`src/rtl/mips32_mem_arb.sv`:
```
// Single-port memory arbiter for the MIPS32 core: shares one synchronous-read memory
// between instruction fetch (ip), data (dp) and a debug loader (ld) gated by cpu_halted.
module mips32_mem_arb #(
  parameter int AW         = 9,
  parameter int DW         = 32,
  parameter int STARVE_MAX = 3
) (
  input  logic          clk,
  input  logic          rst,
  input  logic          cpu_halted,
  input  logic          ip_req,
  input  logic          dp_req,
  input  logic          ld_req,
  input  logic          dp_we,
  input  logic          ld_we,
  input  logic [AW-1:0] ip_addr,
  input  logic [AW-1:0] dp_addr,
  input  logic [AW-1:0] ld_addr,
  input  logic [DW-1:0] dp_wdata,
  input  logic [DW-1:0] ld_wdata,
  output logic          ip_gnt,
  output logic          dp_gnt,
  output logic          ld_gnt,
  output logic          ip_rvalid,
  output logic          dp_rvalid,
  output logic          ld_rvalid,
  output logic [DW-1:0] rdata,
  output logic          mem_en,
  output logic          mem_we,
  output logic [AW-1:0] mem_addr,
  output logic [DW-1:0] mem_wdata,
  input  logic [DW-1:0] mem_rdata,
  output logic [1:0]    arb_state
);

  typedef enum logic [1:0] {
    RUN   = 2'd0,
    DRAIN = 2'd1,
    LOAD  = 2'd2
  } arb_state_t;

  localparam int SW = (STARVE_MAX < 1) ? 1 : $clog2(STARVE_MAX + 1);
  localparam logic [SW-1:0] SMAX = SW'(STARVE_MAX);

  arb_state_t    state;
  logic [SW-1:0] starve_cnt;

  // Grants are held off while rst is high so nothing touches memory during reset.
  always_comb begin
    ip_gnt = 1'b0;
    dp_gnt = 1'b0;
    ld_gnt = 1'b0;
    if (!rst) begin
      unique case (state)
        RUN: begin
          if (dp_req && (!ip_req || (starve_cnt < SMAX))) dp_gnt = 1'b1;
          else if (ip_req)                                ip_gnt = 1'b1;
        end
        LOAD:    ld_gnt = ld_req;
        default: ;
      endcase
    end
  end

  assign mem_en = ip_gnt | dp_gnt | ld_gnt;

  always_comb begin
    mem_we    = 1'b0;
    mem_addr  = '0;
    mem_wdata = '0;
    if (ip_gnt) begin
      mem_addr = ip_addr;
    end else if (dp_gnt) begin
      mem_we    = dp_we;
      mem_addr  = dp_addr;
      mem_wdata = dp_wdata;
    end else if (ld_gnt) begin
      mem_we    = ld_we;
      mem_addr  = ld_addr;
      mem_wdata = ld_wdata;
    end
  end

  assign rdata     = mem_rdata;
  assign arb_state = state;

  always_ff @(posedge clk or posedge rst) begin
    if (rst) begin
      state      <= RUN;
      starve_cnt <= '0;
      ip_rvalid  <= 1'b0;
      dp_rvalid  <= 1'b0;
      ld_rvalid  <= 1'b0;
    end else begin
      ip_rvalid <= ip_gnt;
      dp_rvalid <= dp_gnt & ~dp_we;
      ld_rvalid <= ld_gnt & ~ld_we;

      unique case (state)
        RUN: begin
          if (ip_gnt)                               starve_cnt <= '0;
          else if (ip_req && (starve_cnt < SMAX))   starve_cnt <= starve_cnt + 1'b1;
          if (cpu_halted) state <= DRAIN;
        end
        DRAIN: state <= LOAD;
        LOAD:  if (!cpu_halted && !ld_req) state <= RUN;
        default: state <= RUN;
      endcase
    end
  end

endmodule

```
`config.mk`:
```
export PLATFORM = sky130hd
export DESIGN_NAME = mips32_mem_arb
export DESIGN_NICKNAME = d
export VERILOG_FILES = /design/src/rtl/mips32_mem_arb.sv
export SDC_FILE = /design/constraint.sdc
export NUM_CORES = 1
export LEC_CHECK = 0
export CELL_PAD_IN_SITES_DETAIL_PLACEMENT = 0
export CELL_PAD_IN_SITES_GLOBAL_PLACEMENT = 1
export CORE_MARGIN = 3
export CORE_UTILIZATION = 13
export DETAILED_ROUTE_END_ITERATION = 7
export GPL_ROUTABILITY_DRIVEN = 0
export PLACE_DENSITY_LB_ADDON = 0.1
export SLEW_MARGIN = 20
export SYNTH_ARGS = -nofsm -noshare
export SYNTH_HDL_FRONTEND = slang
export SYNTH_SLANG_ARGS = --single-unit
```
`constraint.sdc`:
```
create_clock -name clk -period 3.7 [get_ports clk]
set_input_delay 0.74 -clock clk [delete_from_list [all_inputs] [get_ports clk]]
set_output_delay 0.74 -clock clk [all_outputs]
set_load 0.1 [all_outputs]
```
==> flow_summary.ini, run 1 <==
[outcome]
outcome = completed

[clock_tree]
cts_tree = done
holdBufCountCts = 0
clock_path_buffers = 2
cts.htree.levels = 1
cts.clk_slew.worst_paths_ns = 0.04
clock-sinks = 7
postCtsSetupRepairBufs = 0
ctsRootBufferMaster = clkbuf_8
cts.repair.resized = 0
clk_latency_ns = 0.22
cts_inserted_buffers = 3

[drt]
detail_route.vias_per_cell = 4.174
routedWlPerCell_microns = 17.75
postRouteAntennaNets = 0
dr.first_iter.drc_count = 33
drtPass1Iterations = 2
drc_violations_left = 0
finalWirelength_microns = 6016
num_vias = 1415

[placed_design]
hpwl_microns = 5165
port-buffer-count = 149

[flow_run]
max-cap-violations = 0

[critical_path]
worstPathRequired_ns = 2.96
worst_setup_path_end_kind = output port
slowest_stage = clkdlybuf4s50_1
worstPathCellList = clkdlybuf4s50_1 > a21boi_4 > and2_1 > buf_12 > a22o_1 > buf_12
worstPathBufferInverterCount = 3
timing.critical_path.from_type = input port
cpLargestDelayFamily = buffers and inverters
arrival_ns = 2.44
critical_path_peak_fanout = 36
crit_path_frequent_cell = buf_12
critPathMaxStageDelay_ns = 0.51
worst-setup-path-type = in -> out

[yosys]
fraction_of_synthesized_cell_area_in_xor_and_xnor_cells = 0.007495
yosysSeqAreaShare = 0.1499
synthArstFlopShare = 1.000
yosys_register_bits = 7
ys_top_cells_by_area = a22o_1 25%, buf_4 21%, dfrtp_1 15%
syn-instance-count = 120
postSynth.topFlopCell = dfrtp_1
synth.net_count = 252
synthDominantCellAreaShare = 0.2473
count_of_flip_flops_with_a_built_in_enable_after_synthesis = 0
largest_family_of_logic_cells_by_synthesized_area = compound AO/OA/AOI/OAI gates
yosys.area_share.simple = 0.09743
muxShareOfSynthArea = 0.08458
syn_area_per_cell_sq_um = 9.739
synth_fa_ha_area_frac = 0.01071
synth_compound_area_frac = 0.3448
yosys.cell_types.count = 26
mappedNetlistArea_sq_mm = 0.001169
yosys_warnings = 0
yosysTopAreaCell = a22o_1

[die]
core.rowCount = 33
floorplan.core_area_sq_mm = 0.008464
io-pin-count = 214
fp.dieArea_sq_mm = 0.01016
floorplan.die.height_microns = 100.8
effective_utilization_at_floorplan = 0.1381
die_x_microns = 100.8

[global_routing]
antenna_found_initial = 0
number_of_global_route_vias_before_repair = 1524
largest_net_degree_at_the_start_of_global_routing = 46
grt_remaining_overflow = 0
grt_first_pass_wirelength_microns = 8714
groute.usage.overall = 0.1098

[timing]
layout_worst_path_cycle_share = 0.8607
final_period_minus_worst_setup_slack_ns = 3.185
report.final.slew_viol_count = 0
skew_ns = 0.001264
max-slew-margin-rel = 0.3239
final_number_of_setup_violating_endpoints = 0
rsz0062_at_grt = no
tightestPinTransition_ns = 1.011
setup_total_negative_slack_ns = 0
timing.fmax_mhz = 314.0
number_of_hold_violations_in_the_final_report = 0

[pwr]
cell_leakage_power_uw = 0.001182
cellPowerDensity_mw_per_mm2 = 579.4
worst_ir_drop_vdd_v = 0.0002755

[cells_and_area]
drive_gt1_frac = 0.2735
antenna_cells = 0
area_delta_synth_final_pct = 156.5
post-route-util = 0.3542
final_net_count = 367

[worst_hold_path]
min-delay-path-class = reg -> reg
[logic make-up (layout without fill, tap and decap cells)]
group,after synthesis,count (layout)
XOR/XNOR,1,1
buffers and inverters,44,158
adder cells (fa/ha/maj),1,1
multiplexers,9,9
flip-flops,7,7
AO/OA/AOI/OAI,44,44
AND/OR/NAND/NOR,14,14
[power by group]
group / internal [uW] / total [uW] / switching [uW]
registers: 99.8 / 127 / 27.0
clock network: 74.3 / 104 / 30.1
logic: 557 / 1510 / 948
total: 731 / 1740 / 1010
[cells in the mapped netlist (2+ instances only)]
library cell / number
a22o_1: 33
buf_4: 32
buf_6: 9
a32o_1: 7
dfrtp_1: 7
mux2_2: 7
a221o_1: 2
and3_1: 2
mux2i_1: 2
nor2_1: 2
nor2b_1: 2
[layout make-up]
| class | count | area, sq um |
|---|---|---|
| inverters | 2 | 10.01 |
| clock buffers | 4 | 45.04 |
| multi-input cells | 69 | 636.9 |
| fillers | 850 | 5466 |
| well taps | 105 | 131.4 |
| repair buffers | 152 | 1999 |
| flip-flops and latches | 7 | 175.2 |
[registers in the layout, indices dropped and copies added (netlist names)]
register	count
arb_state	2
starve_cnt	2
dp_rvalid	1
ip_rvalid	1
ld_rvalid	1
[path summary, 6_finish.rpt]
check / startpoint / endpoint / slack (ns) / cells past startpoint
hold / removal: starve_cnt[0] / starve_cnt[0] / 0.55 / 2
setup reg to reg: starve_cnt[0] / dp_rvalid / 2.09 / 5
hold reg to reg: starve_cnt[0] / starve_cnt[0] / 0.55 / 2
setup / recovery: ip_req / mem_wdata[26] / 0.52 / 6
max in group asynchronous: rst / ip_rvalid / 2.68 / 2
min in group asynchronous: rst / arb_state[0] / 0.82 / 2
[through the flow]
| step | cells | hold slack [ns] | instance area, sq um | setup WS (ns) | total power, uW |
|---|---|---|---|---|---|
| after floorplan | 120 | 0.4903 | 1169 | 0.1750 | 1239 |
| after global placement | 335 | 0.5394 | 2953 | 0.4939 | 1651 |
| after detailed placement | 335 | 0.5420 | 2953 | 0.5040 | 1646 |
| after CTS | 339 | 0.5527 | 2998 | 0.4943 | 1758 |
| after global routing | 339 | 0.6182 | 2998 | 0.4181 | 1806 |
| final | 339 | 0.5518 | 2998 | 0.5154 | 1737 |
[worst register-to-register path, cell delays in order (launching register included)]
cell,delay [ns]
dfrtp_1,0.39
ha_1,0.26
a21boi_4,0.29
and2_1,0.22
buf_12,0.21
nor2b_1,0.17
[metal layers]
layer	global-route usage	share of wire	routed length, microns	up-vias
li1	-	-	-	661
met2	0.1914	0.50	3018	104
met1	0.1248	0.37	2202	638
met4	0.03212	0.0075	45	0
met5	0	0	0	-
met3	0.04014	0.12	749	12
[layout by cell type, fill, tap and decap left out, drive strengths merged]
| master | count |
|---|---|
| ha | 1 |
| a221o | 2 |
| dfrtp | 7 |
| a21boi | 1 |
| mux2i | 2 |
| and4bb | 1 |
| nor2b | 2 |
| o21ai | 1 |
| or3 | 1 |
| nand2b | 1 |
| nor3b | 1 |
| inv | 2 |
| and3 | 2 |
| nand3 | 1 |
| clkbuf | 4 |
| xnor2 | 1 |
| nor4b | 1 |
| and2 | 1 |
| nor3 | 1 |
| nor2 | 2 |
| a32o | 7 |
| clkdlybuf4s50 | 103 |
| a22o | 33 |
| mux2 | 7 |
| buf | 49 |
Note: power is estimated with default switching activity, not from simulation.
==> run 2: changes to the inputs <==
Settings changed: GPL_TIMING_DRIVEN set to 1, SETUP_SLACK_MARGIN set to 0.05.
==> results of run 2 <==
Same layout as run 1: the final DEF is identical, and so are final timing and power.
==> run 3: changes to the inputs <==
Settings changed: CAP_MARGIN set to 40.
==> run 3 against run 2 <==
Effect of this change:
- die area is the same
- combinational power rose by 3%
- clock-buffer cell count is the same
- total power is 3.0% higher
- clock skew rose by 0.00082 ns
- hold slack lost 0.0026 ns
- flip-flop and latch count unchanged
- sequential share of layout area is 0.21 points lower
- final area up 3.8%
- first-iteration DRC count shrank 18%
- critical path type unchanged
- largest cell class unchanged
==> flow_summary.ini, run 3 (same netlist as run 1, synthesis figures left out) <==
[clock_tree]
holdBufCountCts = 0
ctsRootBufferMaster = clkbuf_8
postCtsSetupRepairBufs = 0
cts.htree.levels = 1
cts_inserted_buffers = 3
cts_tree = done
clock_path_buffers = 2
cts.clk_slew.worst_paths_ns = 0.04
clock-sinks = 7
cts.repair.resized = 0
clk_latency_ns = 0.23

[cells_and_area]
drive_gt1_frac = 0.2887
final_common_cell = clkdlybuf4s50_1
final_net_count = 372
mostFrequentLayoutCells = 103 x clkdlybuf4s50_1, 48 x buf_12, 33 x a22o_1
final_cell_count_no_fill = 344
post-route-util = 0.3675
antenna_cells = 0
area_delta_synth_final_pct = 166.2
fillers = 837

[worst_hold_path]
hold_path_end = starve_cnt[1]
min-delay-path-class = reg -> reg
hold-path-cell-count = 2
min_from = starve_cnt[1]

[outcome]
outcome = completed

[pwr]
cell_leakage_power_uw = 0.001231
fin_total_pwr_uw = 1789
worst_ir_drop_vdd_v = 0.0002785
cellPowerDensity_mw_per_mm2 = 575.0

[critical_path]
worst_setup_path_end_kind = output port
worst-setup-path-type = in -> out
crit_path_frequent_cell = buf_12
critical_path_peak_fanout = 36
critPathMaxStageDelay_ns = 0.51
worstPathRequired_ns = 2.96
timing.critical_path.from_type = input port
critical_path.reg2reg.startpoint = starve_cnt[0]
slowest_stage = clkdlybuf4s50_1
arrival_ns = 2.46
ff2ff_setup_slack_ns = 2.08
regToRegEndpoint = dp_rvalid
worstPathCellList = clkdlybuf4s50_1 > a21boi_4 > and2_1 > buf_12 > a22o_1 > buf_12
rr_worst_depth = 5

[die]
io-pin-count = 214
floorplan.core_area_sq_mm = 0.008464
die_x_microns = 100.8
fp.dieArea_sq_mm = 0.01016
core.rowCount = 33
effective_utilization_at_floorplan = 0.1381
floorplan.die.height_microns = 100.8

[global_routing]
groute.usage.overall = 0.1137
antenna_found_initial = 0
grt_remaining_overflow = 0
grt_first_pass_wirelength_microns = 9045
number_of_global_route_vias_before_repair = 1545
largest_net_degree_at_the_start_of_global_routing = 46

[drt]
routedWlPerCell_microns = 18.13
detail_route.vias_per_cell = 4.180
num_vias = 1438
drtPass1Iterations = 4
finalWirelength_microns = 6237
postRouteAntennaNets = 0
drc_violations_left = 0
dr.first_iter.drc_count = 27

[timing]
timing.fmax_mhz = 312.5
max-slew-margin-rel = 0.7618
setup_total_negative_slack_ns = 0
layout_worst_path_cycle_share = 0.8649
final_number_of_setup_violating_endpoints = 0
final_period_minus_worst_setup_slack_ns = 3.200
tightestPinTransition_ns = 0.3563
skew_ns = 0.002089
number_of_hold_violations_in_the_final_report = 0
rsz0062_at_grt = no
report.final.slew_viol_count = 0

[placed_design]
port-buffer-count = 149
hpwl_microns = 5317
numPlacedInstances = 340

[flow_run]
max-cap-violations = 0
[run 3: cell type report]
| class | instances | area [sq um] | area share |
|---|---|---|---|
| repair buffers | 157 | 2112 | 0.6790 |
| multi-input cells | 69 | 636.9 | 0.2047 |
| flip-flops and latches | 7 | 175.2 | 0.05632 |
| well taps | 105 | 131.4 | 0.04224 |
| clock buffers | 4 | 45.04 | 0.01448 |
| inverters | 2 | 10.01 | 0.003218 |
[run 3: layer usage]
layer	share of wire	GRT usage	vias to the layer above	wire, microns
met1	0.37	0.1345	653	2328
met4	0.011	0.03834	0	68
met2	0.50	0.1899	102	3124
met3	0.11	0.04083	12	716
met5	0	0	-	0
li1	-	-	671	-
[run 3: power by group]
group / total, uW / switching [uW] / internal [uW]
Sequential: 126 / 26.1 / 99.7
Clock: 108 / 33.6 / 74.6
Combinational: 1550 / 958 / 596
Total: 1790 / 1020 / 771
[run 3: worst max-delay path: cells and delay by family]
kind            cells  cell delay (ns)
buf+inv             3             0.90
simple gates        1             0.22
compound gates      2             0.57
[run 3: through the flow]
stage / hold WS [ns] / area [sq um] / setup slack, ns
global placement: 0.5394 / 2953 / 0.4939
detailed placement: 0.5420 / 3065 / 0.4754
CTS: 0.5527 / 3110 / 0.4693
global route: 0.6175 / 3110 / 0.4045
floorplan: 0.4903 / 1169 / 0.1750
finish: 0.5492 / 3110 / 0.4998
[run 3: worst max-delay path by stage]
stage	depth (start not counted)	slack, ns	start	end
2_1_floorplan	4	0.17	arb_state[1]	mem_wdata[10]
3_3_place_gp	6	0.49	ip_req	mem_wdata[11]
3_5_place_dp	6	0.48	ip_req	mem_wdata[8]
4_1_cts	6	0.47	ip_req	mem_wdata[8]
5_1_grt	6	0.40	ip_req	mem_wdata[8]
6_report	6	0.50	ip_req	mem_wdata[8]
==> RTL edit, RTL diff (config.mk and constraints of run 2) <==
`STARVE_MAX`: 3 -> 5.
--- a/src/rtl/mips32_mem_arb.sv
+++ b/src/rtl/mips32_mem_arb.sv
@@ -4,5 +4,5 @@
   parameter int AW         = 9,
   parameter int DW         = 32,
-  parameter int STARVE_MAX = 3
+  parameter int STARVE_MAX = 5
 ) (
   input  logic          clk,
Behaviour: not the same (Yosys sat finds a counterexample within 4 cycles, from zero or initial values and one cycle with rst high).
==> RTL edit against run 2 <==
Utilization decreased by 1.5 points. Routed wire length up 18%. Power grew 6.7%. Sequential share of layout area increased by 0.48 points. Cell area is 5.6% higher. Via count is 18% higher. Global-route usage increased by 1.4 points. Setup slack worse by 230 ps. Area after synthesis rose by 7.5%. Sequential cell count increased by 1. Hold slack better by 25 ps. First-iteration DRC count rose to 3.0 times the old value. Fmax down 6.7%. Largest power group unchanged. Highest routed layer unchanged.
==> RTL edit: results <==
{
  "irDropWorstVdd_uv": 332,
  "path_max_fanout": 20,
  "regToRegSetupSlack_ps": 1890,
  "seq_area_frac_synth_pct": 15.9,
  "arrival_ps": 2670,
  "outcome": "finished clean",
  "first_global_vias": 1622,
  "reg2reg_depth": 4,
  "r2r_start": "starve_cnt[1]$_DFFE_PP0P_",
  "p_leak_nw": 1.19,
  "skew_ps": 3.11,
  "dr.pass1.iters": 7,
  "postPlaceCellArea_um2": 3130,
  "nFillCells": 930,
  "grt_max_degree": 36,
  "drtIter0Drc": 99,
  "regMostFlops": "starve_cnt",
  "dp.cells": 381,
  "synthTopCellsByCount": "a22o_1 (33), buf_4 (33), a21oi_1 (11), a222oi_1 (9), a22oi_1 (9)",
  "worstHoldPathCells": 1,
  "hpwl_mm": 5.83,
  "netlist_top_cells_area": "a22o_1 (23%), buf_4 (20%), dfrtp_1 (16%), a222oi_1 (7.2%), a22oi_1 (5.4%)",
  "synth_area_per_cell_um2": 8.78,
  "holdPathEnd": "starve_cnt[1]$_DFFE_PP0P_",
  "grt_usage_pct": 12.3,
  "layout.nets": 389,
  "avgRoutedWirePerCell_um": 18.5,
  "grt_pass1_wl_mm": 10.7,
  "routed_wl_mm": 7.12,
  "worst_pin_slew_ps": 1030,
  "via_per_inst": 4.36,
  "worstHoldStart": "starve_cnt[1]$_DFFE_PP0P_",
  "drive_gt1_share_pct": 27.8,
  "whs_ps": 576,
  "synth_nets": 275
}
## RTL edit: cell type report
class                   count  area (µm²)  share of cell area, %
inverters                   2        7.51                  0.237
repair buffers            155        2020                   63.7
multi-input cells          87         739                   23.4
clock buffers               3        41.3                   1.30
well taps                 129         161                   5.10
flip-flops and latches      8         200                   6.32
## RTL edit: where the power goes
| group | switching (mW) | internal (mW) |
|---|---|---|
| sequential | 0.0425 | 0.113 |
| combinational | 1.01 | 0.581 |
| clock | 0.0376 | 0.0708 |
## RTL edit: worst max-delay path: stages
cell	delay, ps
clkdlybuf4s50_1	530
and4bb_2	680
buf_4	320
a22o_1	210
buf_12	190
## RTL edit: logic make-up after synthesis
logic type	count (synthesis)	synth area share (%)
flip-flops	8	15.9
buffers and inverters	48	28.2
AND/OR/NAND/NOR	15	9.36
AO/OA/AOI/OAI	70	44.6
adder cells (fa/ha/maj)	1	0.996
multiplexers	1	0.896
## RTL edit: layer usage
layer | share of wire [%] | track usage [%] | up-vias | routed length [µm]
met3 | 8.4 | 4.28 | 8 | 600
met1 | 39 | 14.6 | 799 | 2770
li1 | - | - | 764 | -
met2 | 52 | 22.2 | 102 | 3710
met5 | 0 | 0 | - | 0
met4 | 0.52 | 1.04 | 0 | 37
## RTL edit: worst max path at each step
stage	slack [ps]	startpoint	to
after global placement	290	rst	mem_we
after CTS	270	rst	mem_wdata[18]
after floorplan	150	arb_state[1]$_DFFE_PP0P_	mem_wdata[13]
after global routing	170	rst	mem_wdata[14]
final	290	rst	mem_wdata[18]
after detailed placement	300	rst	mem_wdata[18]
